File: src/rtl/dmem_axi_master.sv
// AXI4-Lite initiator for the core's data-memory port: one single-beat load or store at a time,
// with byte-lane strobes, load sign/zero extension and misalignment trapping before the bus.
module dmem_axi_master #(
  parameter int AXI_AWIDTH = 4,
  parameter int AXI_DWIDTH = 32
) (
  input  logic                    AXI_ACLK,
  input  logic                    AXI_ARESET,
  input  logic                    REQ_VALID,
  output logic                    REQ_READY,
  input  logic                    REQ_WE,
  input  logic [31:0]             REQ_ADDR,
  input  logic [1:0]              REQ_SIZE,
  input  logic                    REQ_UNSIGNED,
  input  logic [31:0]             REQ_WDATA,
  output logic                    RESP_VALID,
  output logic [31:0]             RESP_RDATA,
  output logic                    RESP_ERR,
  output logic [AXI_AWIDTH-1:0]   AXI_AWADDR,
  output logic                    AXI_AWVALID,
  input  logic                    AXI_AWREADY,
  output logic [AXI_DWIDTH-1:0]   AXI_WDATA,
  output logic [AXI_DWIDTH/8-1:0] AXI_WSTRB,
  output logic                    AXI_WVALID,
  input  logic                    AXI_WREADY,
  input  logic [1:0]              AXI_BRESP,
  input  logic                    AXI_BVALID,
  output logic                    AXI_BREADY,
  output logic [AXI_AWIDTH-1:0]   AXI_ARADDR,
  output logic                    AXI_ARVALID,
  input  logic                    AXI_ARREADY,
  input  logic [AXI_DWIDTH-1:0]   AXI_RDATA,
  input  logic [1:0]              AXI_RRESP,
  input  logic                    AXI_RVALID,
  output logic                    AXI_RREADY
);

  typedef enum logic [2:0] {
    ST_IDLE  = 3'd0,
    ST_WRITE = 3'd1,
    ST_WRESP = 3'd2,
    ST_READ  = 3'd3,
    ST_RDATA = 3'd4,
    ST_DONE  = 3'd5
  } state_t;

  function automatic logic is_misaligned(input logic [1:0] size, input logic [1:0] lo);
    case (size)
      2'b00:   is_misaligned = 1'b0;
      2'b01:   is_misaligned = lo[0];
      2'b10:   is_misaligned = (lo != 2'b00);
      default: is_misaligned = 1'b1;
    endcase
  endfunction

  function automatic logic [3:0] byte_strobe(input logic [1:0] size, input logic [1:0] lo);
    case (size)
      2'b00:   byte_strobe = 4'b0001 << lo;
      2'b01:   byte_strobe = 4'b0011 << lo;
      default: byte_strobe = 4'b1111;
    endcase
  endfunction

  function automatic logic [31:0] extract_load(input logic [31:0] beat, input logic [1:0] size,
                                               input logic [1:0] lo, input logic uns);
    logic [31:0] sh;
    sh = beat >> {lo, 3'b000};
    case (size)
      2'b00:   extract_load = uns ? {24'h000000, sh[7:0]} : {{24{sh[7]}}, sh[7:0]};
      2'b01:   extract_load = uns ? {16'h0000, sh[15:0]} : {{16{sh[15]}}, sh[15:0]};
      default: extract_load = sh;
    endcase
  endfunction

  state_t                  state_r;
  logic                    we_r, unsigned_r, err_r;
  logic [1:0]              size_r, lo_r;
  logic [31:0]             beat_r;
  logic                    aw_done_r, w_done_r, b_seen_r, r_seen_r;
  logic                    resp_valid_r, resp_err_r;
  logic [31:0]             resp_rdata_r;
  logic [AXI_AWIDTH-1:0]   awaddr_r, araddr_r;
  logic [AXI_DWIDTH-1:0]   wdata_r;
  logic [AXI_DWIDTH/8-1:0] wstrb_r;
  logic                    awvalid_r, wvalid_r, bready_r, arvalid_r, rready_r;
  logic                    aw_hs_s, w_hs_s, b_hs_s, ar_hs_s, r_hs_s;
  logic                    aw_all_s, w_all_s, b_all_s, r_all_s;
  logic                    unused_addr_s;

  assign aw_hs_s  = awvalid_r & AXI_AWREADY;
  assign w_hs_s   = wvalid_r & AXI_WREADY;
  assign b_hs_s   = bready_r & AXI_BVALID;
  assign ar_hs_s  = arvalid_r & AXI_ARREADY;
  assign r_hs_s   = rready_r & AXI_RVALID;
  assign aw_all_s = aw_done_r | aw_hs_s;
  assign w_all_s  = w_done_r | w_hs_s;
  assign b_all_s  = b_seen_r | b_hs_s;
  assign r_all_s  = r_seen_r | r_hs_s;
  assign unused_addr_s = ^REQ_ADDR[31:AXI_AWIDTH+2];

  // Held low during the response pulse so the next request lands in the cycle after it.
  assign REQ_READY   = (state_r == ST_IDLE) && !resp_valid_r;
  assign RESP_VALID  = resp_valid_r;
  assign RESP_RDATA  = resp_rdata_r;
  assign RESP_ERR    = resp_err_r;
  assign AXI_AWADDR  = awaddr_r;
  assign AXI_AWVALID = awvalid_r;
  assign AXI_WDATA   = wdata_r;
  assign AXI_WSTRB   = wstrb_r;
  assign AXI_WVALID  = wvalid_r;
  assign AXI_BREADY  = bready_r;
  assign AXI_ARADDR  = araddr_r;
  assign AXI_ARVALID = arvalid_r;
  assign AXI_RREADY  = rready_r;

  // Transaction sequencer with all bus and response outputs registered.
  always_ff @(posedge AXI_ACLK or posedge AXI_ARESET) begin
    if (AXI_ARESET) begin
      state_r      <= ST_IDLE;
      we_r         <= 1'b0;
      unsigned_r   <= 1'b0;
      err_r        <= 1'b0;
      size_r       <= 2'b00;
      lo_r         <= 2'b00;
      beat_r       <= 32'h0;
      aw_done_r    <= 1'b0;
      w_done_r     <= 1'b0;
      b_seen_r     <= 1'b0;
      r_seen_r     <= 1'b0;
      resp_valid_r <= 1'b0;
      resp_err_r   <= 1'b0;
      resp_rdata_r <= 32'h0;
      awaddr_r     <= '0;
      araddr_r     <= '0;
      wdata_r      <= '0;
      wstrb_r      <= '0;
      awvalid_r    <= 1'b0;
      wvalid_r     <= 1'b0;
      bready_r     <= 1'b0;
      arvalid_r    <= 1'b0;
      rready_r     <= 1'b0;
    end else begin
      resp_valid_r <= 1'b0;
      case (state_r)
        ST_IDLE: begin
          if (REQ_VALID && REQ_READY) begin
            we_r       <= REQ_WE;
            size_r     <= REQ_SIZE;
            lo_r       <= REQ_ADDR[1:0];
            unsigned_r <= REQ_UNSIGNED;
            err_r      <= 1'b0;
            beat_r     <= 32'h0;
            aw_done_r  <= 1'b0;
            w_done_r   <= 1'b0;
            b_seen_r   <= 1'b0;
            r_seen_r   <= 1'b0;
            if (is_misaligned(REQ_SIZE, REQ_ADDR[1:0])) begin
              err_r   <= 1'b1;
              state_r <= ST_DONE;
            end else if (REQ_WE) begin
              awaddr_r  <= REQ_ADDR[AXI_AWIDTH+1:2];
              wdata_r   <= REQ_WDATA << {REQ_ADDR[1:0], 3'b000};
              wstrb_r   <= byte_strobe(REQ_SIZE, REQ_ADDR[1:0]);
              awvalid_r <= 1'b1;
              wvalid_r  <= 1'b1;
              bready_r  <= 1'b1;
              state_r   <= ST_WRITE;
            end else begin
              araddr_r  <= REQ_ADDR[AXI_AWIDTH+1:2];
              arvalid_r <= 1'b1;
              rready_r  <= 1'b1;
              state_r   <= ST_READ;
            end
          end
        end
        ST_WRITE: begin
          if (aw_hs_s) begin
            awvalid_r <= 1'b0;
            aw_done_r <= 1'b1;
          end
          if (w_hs_s) begin
            wvalid_r <= 1'b0;
            w_done_r <= 1'b1;
          end
          if (b_hs_s) begin
            bready_r <= 1'b0;
            b_seen_r <= 1'b1;
            err_r    <= (AXI_BRESP != 2'b00);
          end
          if (aw_all_s && w_all_s) begin
            state_r <= b_all_s ? ST_DONE : ST_WRESP;
          end
        end
        ST_WRESP: begin
          if (b_hs_s) begin
            bready_r <= 1'b0;
            err_r    <= (AXI_BRESP != 2'b00);
            state_r  <= ST_DONE;
          end
        end
        ST_READ: begin
          if (r_hs_s) begin
            rready_r <= 1'b0;
            r_seen_r <= 1'b1;
            beat_r   <= AXI_RDATA;
            err_r    <= (AXI_RRESP != 2'b00);
          end
          if (ar_hs_s) begin
            arvalid_r <= 1'b0;
            state_r   <= r_all_s ? ST_DONE : ST_RDATA;
          end
        end
        ST_RDATA: begin
          if (r_hs_s) begin
            rready_r <= 1'b0;
            beat_r   <= AXI_RDATA;
            err_r    <= (AXI_RRESP != 2'b00);
            state_r  <= ST_DONE;
          end
        end
        ST_DONE: begin
          resp_valid_r <= 1'b1;
          resp_err_r   <= err_r;
          resp_rdata_r <= we_r ? 32'h0 : extract_load(beat_r, size_r, lo_r, unsigned_r);
          state_r      <= ST_IDLE;
        end
        default: state_r <= ST_IDLE;
      endcase
    end
  end

endmodule

File: config.mk
export PLATFORM = sky130hd
export DESIGN_NAME = dmem_axi_master
export DESIGN_NICKNAME = d
export VERILOG_FILES = /design/src/rtl/dmem_axi_master.sv
export SDC_FILE = /design/constraint.sdc
export NUM_CORES = 1
export LEC_CHECK = 0
export CAP_MARGIN = 0
export CORE_MARGIN = 1
export CORE_UTILIZATION = 43
export CTS_CLUSTER_SIZE = 24
export DETAILED_ROUTE_END_ITERATION = 7
export GPL_TIMING_DRIVEN = 0
export HOLD_SLACK_MARGIN = 0.02
export PLACE_DENSITY = 0.77
export SYNTH_ARGS = -nofsm -noshare
export SYNTH_HDL_FRONTEND = slang
export SYNTH_SLANG_ARGS = --single-unit
export TNS_END_PERCENT = 20
File: constraint.sdc
create_clock -name AXI_ACLK -period 4.1 [get_ports AXI_ACLK]
set_input_delay 0.615 -clock AXI_ACLK [delete_from_list [all_inputs] [get_ports AXI_ACLK]]
set_output_delay 0.615 -clock AXI_ACLK [all_outputs]
set_load 0.05 [all_outputs]
==> reports/metrics.yaml <==
status:
  outcome: "finished clean"
logic_synthesis:
  proportion_of_synthesized_chip_area_in_sequential_cells_pct: 50.7
  biggest_area_contributors_in_the_synthesized_netlist: "sky130_fd_sc_hd__dfrtp_1, sky130_fd_sc_hd__o21ai_0, sky130_fd_sc_hd__mux2i_1"
  ys_ff_latch: 129
  netlist.top_cell.by_area: "sky130_fd_sc_hd__dfrtp_1"
  synthArstFlopShare_pct: 100
  syn-mean-instance-area_um2: 10.1
  synthCells: 633
  syn_area_um2: 6360
  synth_nets: 745
  synth.top_cell.area_share_pct: 50.7
  synthDistinctLibCells: 49
  ys_warn_count: 0
  ys.flop_type: "sky130_fd_sc_hd__dfrtp_1"
  synth_enable_flop_cells: 0
clock_network:
  tritoncts.num_buffers: 17
  cells_resized_by_post_cts_repair: 0
  tritoncts_num_sinks: 129
  clk_latency_ns: 0.42
  cts.clk_slew.worst_paths_ns: 0.06
  hold_buffers: 0
  maximum_buffer_depth_of_the_clock_tree: 2
  cts_tree: "yes"
  ctsHtreeMaxLevel: 4
  postCtsSetupBuffers: 0
  clock_tree.root_cell: "sky130_fd_sc_hd__clkbuf_16"
finish:
  final_net_count: 934
  register_area_um2: 3230
  antenna-diode-count: 0
  filler_cell_count: 1225
  syn2layout_area_growth_pct: 40.2
  multi_input_comb_area_um2: 2760
  share_of_cells_above_drive_strength_1_pct: 11.0
hold_path:
  worst_hold_path_cell_count: 2
  hold_path.class: "reg2reg"
grt:
  grt_busiest_layer: "met2"
  globalRoute.totalOverflow: 0
  met3_layer_usage_reported_by_global_route_pct: 7.28
  grt.total_usage_pct: 26.0
  grt_util_met2_pct: 40.6
  antenna_found_initial: 0
  grt_pass1_wl_um: 29700
  grt_max_degree: 78
  vias_in_the_first_global_route: 5694
  grt_use_met1_pct: 33.8
routing:
  drtAntennaViolNets: 0
  remaining_drc_errors: 0
  vias_per_cell: 5.57
  wirelength_um: 18600
  initialDrtViolationCount: 402
  firstDrtPassIters: 6
  via_count: 5673
  wl_per_cell_um: 18.2
power_and_ir_drop:
  sequentialPowerShare_pct: 29.4
  vdd_ir_drop_max_mv: 0.462
  power.density_cell_area_nw_per_um2: 828
  share_comb_of_total_power_pct: 49.9
  clkPwrFrac_pct: 20.6
  net_load_switching_power_uw: 3310
  internal-power_uw: 4080
  cellLeakagePower_uw: 0.00380
  switching_share_pct: 44.8
die:
  coreArea_um2: 14500
  die_w_um: 124
  floorplan.rows: 44
  design.portCount: 196
  die_height_um: 124
  die_area_um2: 15300
  start_util_pct: 43.9
placement:
  place.gp.congestion: 0.891
  dp_hpwl_um: 13600
  portBuffers: 169
sta:
  finalMaxSlewViolations: 0
  finalSetupTns_ns: 0
  fmax_mhz: 347
  max-slew-margin-rel_pct: 55.5
  report.final.setup_viol: 0
  final.hold.worst_slack_ns: 0.471
  unrepaired_setup_endpoints_after_global_routing: "false"
  finClkSkew_ns: 0.0109
  hold_viol: 0
  finalWorstPathRequiredPeriod_ns: 2.88
  worstMarginPinSlew_ns: 0.668
  post-route-period-util_pct: 70.2
setup_path:
  cp_max_fo: 8
  critical_path.endpoint_type: "output port"
  r2r_setup_slack_ns: 2.00
  criticalPathCategory: "reg2out"
  worst_ep_arrival_time_ns: 2.26
  cp-start-kind: "register"
  rr_worst_depth: 5
  worst-endpoint-required_ns: 3.48
job:
  maxCapViolations: 0
## sequential cells by signal, indices dropped and copies added, names as in the netlist, 2 cells and up
signal / cells
AXI_AWADDR: 4
AXI_ARADDR: 4
AXI_WDATA: 32
RESP_RDATA: 32
size_r: 2
state_r: 3
beat_r: 32
AXI_WSTRB: 4
lo_r: 2
## layout by cell type, fill, tap and decap left out, types with 17 or more instances in the layout
| cell | count |
|---|---|
| sky130_fd_sc_hd__nor2_1 | 25 |
| sky130_fd_sc_hd__dfrtp_1 | 129 |
| sky130_fd_sc_hd__o211ai_1 | 33 |
| sky130_fd_sc_hd__mux2i_1 | 31 |
| sky130_fd_sc_hd__o21ai_0 | 81 |
| sky130_fd_sc_hd__buf_2 | 18 |
| sky130_fd_sc_hd__clkbuf_16 | 17 |
| sky130_fd_sc_hd__inv_1 | 40 |
| sky130_fd_sc_hd__mux2_2 | 27 |
| sky130_fd_sc_hd__a21oi_1 | 33 |
| sky130_fd_sc_hd__clkbuf_1 | 25 |
| sky130_fd_sc_hd__clkdlybuf4s50_1 | 169 |
| sky130_fd_sc_hd__nand2_1 | 63 |
## routing by layer
| layer | part of all wire, % | vias to the layer above |
|---|---|---|
| met5 | 0 | - |
| met4 | 2.9 | 0 |
| met3 | 8.6 | 37 |
| met2 | 46 | 261 |
| met1 | 43 | 2702 |
| li1 | - | 2673 |
## worst max-delay path, cell delays in order, from the launching register on
cell and delay [ns]:
sky130_fd_sc_hd__dfrtp_1 0.45, sky130_fd_sc_hd__or3_4 0.43, sky130_fd_sc_hd__nor2_1 0.13, sky130_fd_sc_hd__clkdlybuf4s50_1 0.84
## logic make-up (layout without fill, tap and decap cells)
logic type	count (synthesis)	after routing	share of synthesized area, %
DFF	129	129	50.7
and+or+nand+nor	128	128	9.64
AOI/OAI and AO/OA	225	225	23.5
buffers and inverters	91	293	5.96
muxes	60	60	10.2
## synth_stat cells, drive strengths merged, types with 4 or more instances
cell	count
buf	26
dfrtp	129
a2bb2oi	4
nand2	63
a221o	16
mux2	28
or2	5
o21ai	81
o211ai	33
a21oi	33
a22o	9
o2bb2ai	8
clkbuf	24
a31oi	4
nor2	25
nor2b	13
nand3	6
inv	41
a211oi	12
mux2i	31
o31ai	10
## path summary, 6_finish.rpt
| kind | startpoint | endpoint |
|---|---|---|
| min reg2reg | AXI_WDATA[2] | AXI_WDATA[2] |
| min | AXI_WDATA[2] | AXI_WDATA[2] |
| max | state_r[1] | REQ_READY |
| min in group asynchronous | AXI_ARESET | AXI_WDATA[0] |
| max in group asynchronous | AXI_ARESET | beat_r[26] |
| max reg2reg | state_r[1] | beat_r[23] |
## per-stage QoR
stage / worst slack (ns) / area (um^2) / total power (uW) / std cells / util (%)
2_1_floorplan: 0.0440 / 6360 / 4590 / 633 / -
6_report: 1.22 / 8920 / 7380 / 1019 / 61.6
3_3_place_gp: -1.77 / 8280 / 5800 / 986 / 57.2
4_1_cts: 1.22 / 8920 / 7390 / 1019 / 61.6
5_1_grt: 1.16 / 8920 / 7780 / 1019 / 61.6
3_5_place_dp: 1.23 / 8320 / 5840 / 987 / 57.4
## layout make-up
| cell class | instances | share of cell area, % |
|---|---|---|
| Sequential cell | 129 | 36.2 |
| Multi-Input combinational cell | 413 | 30.9 |
| Timing Repair Buffer | 170 | 19.3 |
| Clock buffer | 23 | 5.58 |
| Tap cell | 184 | 2.58 |
| Buffer | 50 | 2.53 |
| Inverter | 41 | 1.78 |
| Clock inverter | 9 | 1.16 |
## power groups by stage
stage | combinational (uW) | clock, uW | sequential [uW]
global route | 3940 | 1600 | 2240
floorplan | 1310 | 0 | 3280
finish | 3690 | 1520 | 2170
global placement | 3620 | 0 | 2170
CTS | 3680 | 1530 | 2170
detailed placement | 3660 | 0 | 2180
Power figures use the tool's default switching activity.
